### src/rtl/regfile_dump_reader_if.sv
// rtl/regfile_dump_reader_if.sv - command, register-file read port and word stream of the dump reader
interface regfile_dump_reader_if #(
    parameter int DATA_W = 32,
    parameter int ADDR_W = 5
);
    logic              i_start;
    logic [ADDR_W-1:0] i_first_addr;
    logic [ADDR_W-1:0] i_last_addr;
    logic [ADDR_W-1:0] o_raddr;
    logic [DATA_W-1:0] i_rdata;
    logic [DATA_W-1:0] o_data;
    logic [ADDR_W-1:0] o_addr;
    logic              o_valid;
    logic              i_ready;
    logic              o_busy;
    logic              o_done;
    logic [DATA_W-1:0] o_xor;

    modport master (
        input  i_start, i_first_addr, i_last_addr, i_rdata, i_ready,
        output o_raddr, o_data, o_addr, o_valid, o_busy, o_done, o_xor
    );

    modport slave (
        output i_start, i_first_addr, i_last_addr, i_rdata, i_ready,
        input  o_raddr, o_data, o_addr, o_valid, o_busy, o_done, o_xor
    );
endinterface

### src/rtl/regfile_dump_reader.sv
// rtl/regfile_dump_reader.sv - walks a register address range and streams each word with its address plus an XOR checksum
module regfile_dump_reader #(
    parameter int DATA_W   = 32,
    parameter int ADDR_W   = 5,
    parameter int NUM_REGS = 32
) (
    input  logic                  i_clk,
    input  logic                  i_rst,
    regfile_dump_reader_if.master bus
);
    typedef enum logic [1:0] {
        S_IDLE = 2'd0,
        S_READ = 2'd1,
        S_HOLD = 2'd2,
        S_DONE = 2'd3
    } state_t;

    state_t            state;
    state_t            state_nxt;
    logic [ADDR_W-1:0] cur;
    logic [ADDR_W-1:0] last;
    logic [ADDR_W-1:0] cur_inc;
    logic [DATA_W-1:0] data_q;
    logic [ADDR_W-1:0] addr_q;
    logic              valid_q;
    logic [DATA_W-1:0] xor_q;
    logic              accept;
    logic              at_last;

    assign accept  = valid_q && bus.i_ready;
    assign at_last = (cur == last);
    // Explicit wrap keeps the walk correct even when NUM_REGS is not a power of two.
    assign cur_inc = (cur == ADDR_W'(NUM_REGS - 1)) ? '0 : cur + 1'b1;

    always_ff @(posedge i_clk or posedge i_rst) begin
        if (i_rst) begin
            state <= S_IDLE;
        end else begin
            state <= state_nxt;
        end
    end

    always_comb begin
        state_nxt = state;
        case (state)
            S_IDLE: if (bus.i_start) state_nxt = S_READ;
            S_READ: state_nxt = S_HOLD;
            S_HOLD: if (accept) state_nxt = at_last ? S_DONE : S_READ;
            S_DONE: state_nxt = S_IDLE;
            default: state_nxt = S_IDLE;
        endcase
    end

    always_ff @(posedge i_clk or posedge i_rst) begin
        if (i_rst) begin
            cur     <= '0;
            last    <= '0;
            data_q  <= '0;
            addr_q  <= '0;
            valid_q <= 1'b0;
            xor_q   <= '0;
        end else begin
            case (state)
                S_IDLE: begin
                    if (bus.i_start) begin
                        cur   <= bus.i_first_addr;
                        last  <= bus.i_last_addr;
                        xor_q <= '0;
                    end
                end
                S_READ: begin
                    data_q  <= bus.i_rdata;
                    addr_q  <= cur;
                    valid_q <= 1'b1;
                end
                S_HOLD: begin
                    if (accept) begin
                        xor_q   <= xor_q ^ data_q;
                        valid_q <= 1'b0;
                        if (!at_last) cur <= cur_inc;
                    end
                end
                default: ;
            endcase
        end
    end

    // The read port is always driven by cur; reads are side-effect free, so non-READ cycles are harmless.
    assign bus.o_raddr = cur;
    assign bus.o_data  = data_q;
    assign bus.o_addr  = addr_q;
    assign bus.o_valid = valid_q;
    assign bus.o_busy  = (state != S_IDLE);
    assign bus.o_done  = (state == S_DONE);
    assign bus.o_xor   = xor_q;
endmodule

### src/flat_wrapper.sv
// flat-port wrapper written by rule: the top's interface ports become plain ports
module regfile_dump_reader_flat 
#(
    parameter int DATA_W   = 32,
    parameter int ADDR_W   = 5,
    parameter int NUM_REGS = 32
)
  (i_clk, i_rst, bus_i_start, bus_i_first_addr, bus_i_last_addr, bus_i_rdata, bus_i_ready, bus_o_raddr, bus_o_data, bus_o_addr, bus_o_valid, bus_o_busy, bus_o_done, bus_o_xor);
  regfile_dump_reader_if #(.DATA_W(DATA_W), .ADDR_W(ADDR_W)) bus_i ();
  input  logic i_clk;
  input  logic i_rst;
  input wire logic [$bits(bus_i.i_start)-1:0] bus_i_start;
  input wire logic [$bits(bus_i.i_first_addr)-1:0] bus_i_first_addr;
  input wire logic [$bits(bus_i.i_last_addr)-1:0] bus_i_last_addr;
  input wire logic [$bits(bus_i.i_rdata)-1:0] bus_i_rdata;
  input wire logic [$bits(bus_i.i_ready)-1:0] bus_i_ready;
  output wire logic [$bits(bus_i.o_raddr)-1:0] bus_o_raddr;
  output wire logic [$bits(bus_i.o_data)-1:0] bus_o_data;
  output wire logic [$bits(bus_i.o_addr)-1:0] bus_o_addr;
  output wire logic [$bits(bus_i.o_valid)-1:0] bus_o_valid;
  output wire logic [$bits(bus_i.o_busy)-1:0] bus_o_busy;
  output wire logic [$bits(bus_i.o_done)-1:0] bus_o_done;
  output wire logic [$bits(bus_i.o_xor)-1:0] bus_o_xor;
  assign bus_i.i_start = bus_i_start;
  assign bus_i.i_first_addr = bus_i_first_addr;
  assign bus_i.i_last_addr = bus_i_last_addr;
  assign bus_i.i_rdata = bus_i_rdata;
  assign bus_i.i_ready = bus_i_ready;
  assign bus_o_raddr = bus_i.o_raddr;
  assign bus_o_data = bus_i.o_data;
  assign bus_o_addr = bus_i.o_addr;
  assign bus_o_valid = bus_i.o_valid;
  assign bus_o_busy = bus_i.o_busy;
  assign bus_o_done = bus_i.o_done;
  assign bus_o_xor = bus_i.o_xor;
  regfile_dump_reader #(.DATA_W(DATA_W), .ADDR_W(ADDR_W), .NUM_REGS(NUM_REGS)) u_core (.i_clk(i_clk), .i_rst(i_rst), .bus(bus_i));
endmodule
### config.mk
export PLATFORM = sky130hd
export DESIGN_NAME = regfile_dump_reader_flat
export DESIGN_NICKNAME = d
export VERILOG_FILES = /design/src/rtl/regfile_dump_reader_if.sv /design/src/rtl/regfile_dump_reader.sv /design/src/flat_wrapper.sv
export SDC_FILE = /design/constraint.sdc
export NUM_CORES = 1
export LEC_CHECK = 0
export CAP_MARGIN = 20
export CORE_MARGIN = 1.5
export CORE_UTILIZATION = 48
export CTS_CLUSTER_SIZE = 8
export DETAILED_ROUTE_END_ITERATION = 10
export GPL_ROUTABILITY_DRIVEN = 1
export PLACE_DENSITY = 0.9
export SLEW_MARGIN = 20
export SYNTH_ARGS = -nofsm -noshare
export SYNTH_HDL_FRONTEND = slang
export SYNTH_SLANG_ARGS = --single-unit
### constraint.sdc
create_clock -name i_clk -period 5.29 [get_ports i_clk]
set_clock_uncertainty 0.1 [all_clocks]
set_input_delay 1.058 -clock i_clk [delete_from_list [all_inputs] [get_ports i_clk]]
set_output_delay 1.058 -clock i_clk [all_outputs]
set_load 0.02 [all_outputs]
# Word level (Yosys, flattened, before mapping)
# Index checks and enable logic that the tools add are counted.
[op_classes]
mux = 14
add_sub_neg = 1
n_reduce_logical = 10
n_bitwise = 1
n_eq_ne = 8
[op_table]
columns = ["op", "count"]
rows = [
  ["$mux 32", 2],
  ["$pmux 32 s2", 1],
  ["$xor 32x32->32", 1],
  ["$mux 5", 4],
  ["$pmux 5 s2", 1],
  ["$pmux 2 s4", 1],
  ["$mux 2", 3],
  ["$reduce_and 2->1", 3],
  ["$reduce_bool 2->1", 3],
  ["$add 5x1->5 const B", 1],
  ["$eq 5x5->1", 1],
  ["$eq 5x5->1 const B", 1],
  ["$eq 2x2->1 const B", 2],
  ["$ne 2x2->1 const B", 2],
  ["$reduce_and 4->1", 1],
  ["$reduce_and 3->1", 1],
  ["$eq 2x1->1 const B", 1],
  ["$logic_not 2->1", 1],
  ["$ne 2x1->1 const B", 1],
  ["$pmux 1 s2", 1],
  ["$logic_and 1x1->1", 1],
  ["$mux 1", 1],
]
[totals]
wordCells = 41
input_bits = 46
reg_bits = 82
out_inout_bits = 77

# Logic depth before layout (Yosys ltp)
[depth]
word_depth = 5
ltp_mapped = 6
mapped_depth_nobuf = 6

# Least setup slack after synthesis
# No wires, ideal clock.
[synth_path]
path_type = "input port to flip-flop"
start = "in bus_i_start"
end = "reg u_core.last[0]"
path_buffers = 1
required_ns = 5.065
arrival_time_ns = 2.057
path_stages = 3
setup_ns = 0.125
path_slack_ns = 3.008
cell_sequence = "nor3b_1 -> buf_2 -> mux2_2"
[synth_via]
elab_chain_cells = 1
[synth_rtl]
columns = ["element", "line", "text"]
rows = [
  ["start: declaration", "flat_wrapper.sv:12", "input wire logic [$bits(bus_i.i_start)-1:0] bus_i_start;"],
  ["$reduce_and 2->1 (no source line)", "--", ""],
  ["end signal: assignment", "regfile_dump_reader.sv:67", "last <= bus.i_last_addr;"],
  ["end: declaration", "regfile_dump_reader.sv:21", "logic [ADDR_W-1:0] last;"],
]
# Every way passes these cells.
# A chain may end at the register's enable or synchronous reset.

# Worst setup path after layout
[layout_path]
start = "in bus_i_ready"
end = "reg u_core.cur[0], in the netlist u_core.bus.o_raddr[0]"
[layout_via]
elab_chain_cells = 3
[layout_rtl]
columns = ["element", "line", "text"]
rows = [
  ["start: declaration", "flat_wrapper.sv:16", "input wire logic [$bits(bus_i.i_ready)-1:0] bus_i_ready;"],
  ["$logic_and 1x1->1", "regfile_dump_reader.sv:30", "assign accept = valid_q && bus.i_ready;"],
  ["$ne 2x1->1 (no source line)", "--", ""],
  ["$reduce_and 4->1 (no source line)", "--", ""],
  ["end signal: assignment", "regfile_dump_reader.sv:66", "cur <= bus.i_first_addr;"],
  ["end signal: assignment", "regfile_dump_reader.sv:80", "if (!at_last) cur <= cur_inc;"],
  ["end: declaration", "regfile_dump_reader.sv:20", "logic [ADDR_W-1:0] cur;"],
]
# Every way passes these cells.

==> flow_metrics.env <==
export IMPL_status="complete, no violations"
export IMPL_end_kind="flip-flop"
export IMPL_power_density_nw_per_um2=663
export IMPL_p_sw_frac=0.387
export IMPL_worstPathMaxFanout=33
export IMPL_routedLengthMet1_um=3540
export IMPL_grt_max_degree=71
export IMPL_power_mw=3.33
export IMPL_crit_path_start_kind="input port"
export IMPL_cts_root_buf="clkbuf_8"
export IMPL_grt_setup_unrepaired="false"
export IMPL_ir_drop_uv=316
export IMPL_hp_class="flip-flop to flip-flop"
export IMPL_relSlewSlack=0.302
export IMPL_drcViolationCount=0
export IMPL_fmax_mhz=329
export IMPL_first_global_vias=2622
export IMPL_synth_distinct_cells=29
export IMPL_die_w_um=88.2
export IMPL_clock_path_buffers=2
export IMPL_slowest_delay_ps=910
export IMPL_p_leak_nw=2.12
export IMPL_drtIter0Drc=114
export IMPL_comb_power_share=0.505
export IMPL_internal_power_mw=2.04
export IMPL_via_count=2565
export IMPL_p_clk_frac=0.144
export IMPL_p_switching_mw=1.29
export IMPL_rows=30
export IMPL_drt_wl_total_um=8270
export IMPL_avgSynthCellArea_um2=12.5
export IMPL_yosys_top_cells_area="dfrtp_1 (59%), mux2_2 (15%), xor2_1 (8.8%), o21ai_0 (4.7%), nor2_1 (3.6%)"
export IMPL_hpwl_um=5660
export IMPL_initial_utilization=0.505
export IMPL_clock_sinks=82
export IMPL_ant_nets=0
export IMPL_cp_data_arrival_time_ps=3170
export IMPL_numCtsBuffers=9
export IMPL_avgViaCountPerCell=5.13
export IMPL_hp_start="u_core.bus.o_addr[2]$_DFFE_PP0P_"
export IMPL_finalSetupViolCount=0
export IMPL_layout_commonest_cell="clkdlybuf4s50_1"
export IMPL_cts_tree="done"
export IMPL_required_ps=5420
export IMPL_portBuffers=122
export IMPL_synthCells=279
export IMPL_crit_path_cell_trace="clkdlybuf4s50_1, and4b_1, or2_2, o21ai_4, mux2_2"
export IMPL_cts_hold_buffers=0
export IMPL_fin_nets=448
export IMPL_grt_first_pass_wirelength_um=13200
export IMPL_wl_met2_um=3930
export IMPL_ctsResizeCount=0
export IMPL_crit_path_start="bus_i_ready"
export IMPL_hold_viol=0
export IMPL_cap_violations=0
export IMPL_grtUsageTotal=0.226
export IMPL_synth_top_area_share=0.588
export IMPL_met3_length_um=628
export IMPL_worst_pin_slew_ps=1050
export IMPL_ys_warn_count=0
export IMPL_ys_seq_area_frac=0.588
export IMPL_htree_levels=3
export IMPL_diodes=0
export IMPL_dieHeight_um=88.2
export IMPL_clk_latency_ps=350
export IMPL_drive_above_1_share=0.181
export IMPL_critPathTopFamily="simple AND/OR/NAND/NOR gates"
export IMPL_ys_ff_latch=82
export IMPL_clk_pin_slew_ps=80
export IMPL_place_gp_congestion=0.805
export IMPL_pin_count=123
export IMPL_yosys_area_top_type="dfrtp_1"
export IMPL_post_cts_buffers=0
export IMPL_final_cell_mix="clkdlybuf4s50_1 (122), dfrtp_1 (82), mux2_2 (47), xor2_1 (35)"
export IMPL_drv_slew=0
export IMPL_synth_nets=327
export IMPL_grt_antenna_before_repair=0
export IMPL_highest_signal_layer="met4"
export IMPL_synth_area_um2=3490
export IMPL_period_share=0.574
export IMPL_wl_per_cell_um=16.5
export IMPL_slowest_stage="and4b_1"
export IMPL_r2r_start="u_core.state[1]$_DFFE_PP0P_"
export IMPL_seq_power_share=0.351
export IMPL_fin_crit_ps=3040
export IMPL_tns_ps=0
export IMPL_crit_buf_inv=1
export IMPL_nFillCells=482
export IMPL_area_growth_syn_to_layout_pct=43.9
export IMPL_core_area_um2=6910
export IMPL_worstSetupPathType="input port to flip-flop"
export IMPL_drtPass1Iterations=4
export IMPL_die_area_um2=7790
export IMPL_grt_overflow_total=0
[power by group through the flow]
stage | clock (mW) | sequential, mW | combinational [mW]
floorplan | 0 | 1.43 | 0.671
global placement | 0 | 1.16 | 1.62
detailed placement | 0 | 1.18 | 1.67
CTS | 0.491 | 1.17 | 1.68
global route | 0.520 | 1.21 | 1.81
finish | 0.481 | 1.17 | 1.68
[worst reg2reg max path: cells and delay by family, from the launching register on]
family           cells  cell delay [ps]
multiplexers         1              280
AO/OA/AOI/OAI        1               90
flip-flops           1              520
AND/OR/NAND/NOR      2             1270
[worst paths after layout]
| check | slack [ps] | cells past startpoint | to |
|---|---|---|---|
| min | 410 | 1 | u_core.bus.o_addr[2]$_DFFE_PP0P_ |
| max reg2reg | 2910 | 4 | u_core.bus.o_raddr[0]$_DFFE_PP0P_ |
| max | 2250 | 5 | u_core.bus.o_raddr[0]$_DFFE_PP0P_ |
| min reg2reg | 410 | 1 | u_core.bus.o_addr[2]$_DFFE_PP0P_ |
| min in group asynchronous | 1010 | 2 | u_core.bus.o_data[29]$_DFFE_PP0P_ |
| max in group asynchronous | 3060 | 3 | u_core.bus.o_data[22]$_DFFE_PP0P_ |
[sequential cells by signal (all words and copies together) (netlist names)]
name,flops
u_core.state,2
u_core.bus.o_valid,1
u_core.bus.o_data,32
u_core.bus.o_addr,5
u_core.bus.o_xor,32
u_core.last,5
u_core.bus.o_raddr,5
[synth_stat cells]
| library cell | number |
|---|---|
| nand3_1 | 1 |
| nand2b_1 | 1 |
| nor2b_1 | 1 |
| dfrtp_1 | 82 |
| clkbuf_1 | 7 |
| nor2_1 | 33 |
| and3_1 | 1 |
| xnor2_1 | 2 |
| or3b_2 | 1 |
| and4b_1 | 1 |
| and2_1 | 1 |
| or3_1 | 1 |
| nor4b_1 | 1 |
| buf_2 | 8 |
| inv_1 | 2 |
| o21ai_4 | 1 |
| ha_1 | 2 |
| nand2_1 | 3 |
| o211ai_1 | 2 |
| or4_4 | 1 |
| nor3b_1 | 1 |
| o21ai_0 | 33 |
| a21oi_1 | 5 |
| o2bb2ai_1 | 2 |
| xor2_1 | 35 |
| mux2_2 | 47 |
| o31ai_1 | 1 |
| nor4_1 | 1 |
| or2_2 | 2 |
[area by class of cell]
| class | count | area, um2 | share of cell area |
|---|---|---|---|
| timing repair buffer | 125 | 1260 | 0.250 |
| tap | 96 | 120 | 0.0239 |
| sequential | 82 | 2050 | 0.409 |
| multi-input combinational | 180 | 1370 | 0.274 |
| clock inverter | 6 | 82.6 | 0.0165 |
| inverter | 2 | 8.76 | 0.00175 |
| clock buffer | 9 | 124 | 0.0247 |
[through the flow]
step                hold WS [ps]  instance area, um2  std cells   util  setup WS, ps
floorplan                    401                3490        279      -          2020
global placement             391                4790        484  0.694          1970
detailed placement           399                4790        484  0.694          1890
CTS                          418                5000        499  0.724          2280
global route                 436                5020        500  0.726          2120
finish                       412                5020        500  0.726          2250
[kinds of logic after synthesis]
| family | Yosys count | synth area share |
|---|---|---|
| compound gates | 44 | 0.0707 |
| fa+ha+maj | 2 | 0.00718 |
| simple gates | 50 | 0.0678 |
| buf+inv | 17 | 0.0212 |
| flops | 82 | 0.588 |
| xor+xnor | 37 | 0.0929 |
| mux | 47 | 0.152 |
[metal layers]
metal	vias up	global-route usage
li1	1186	-
met1	1250	0.291
met2	111	0.369
met3	18	0.0560
met4	0	0.0909
met5	-	0
(Power assumes the default switching activity.)
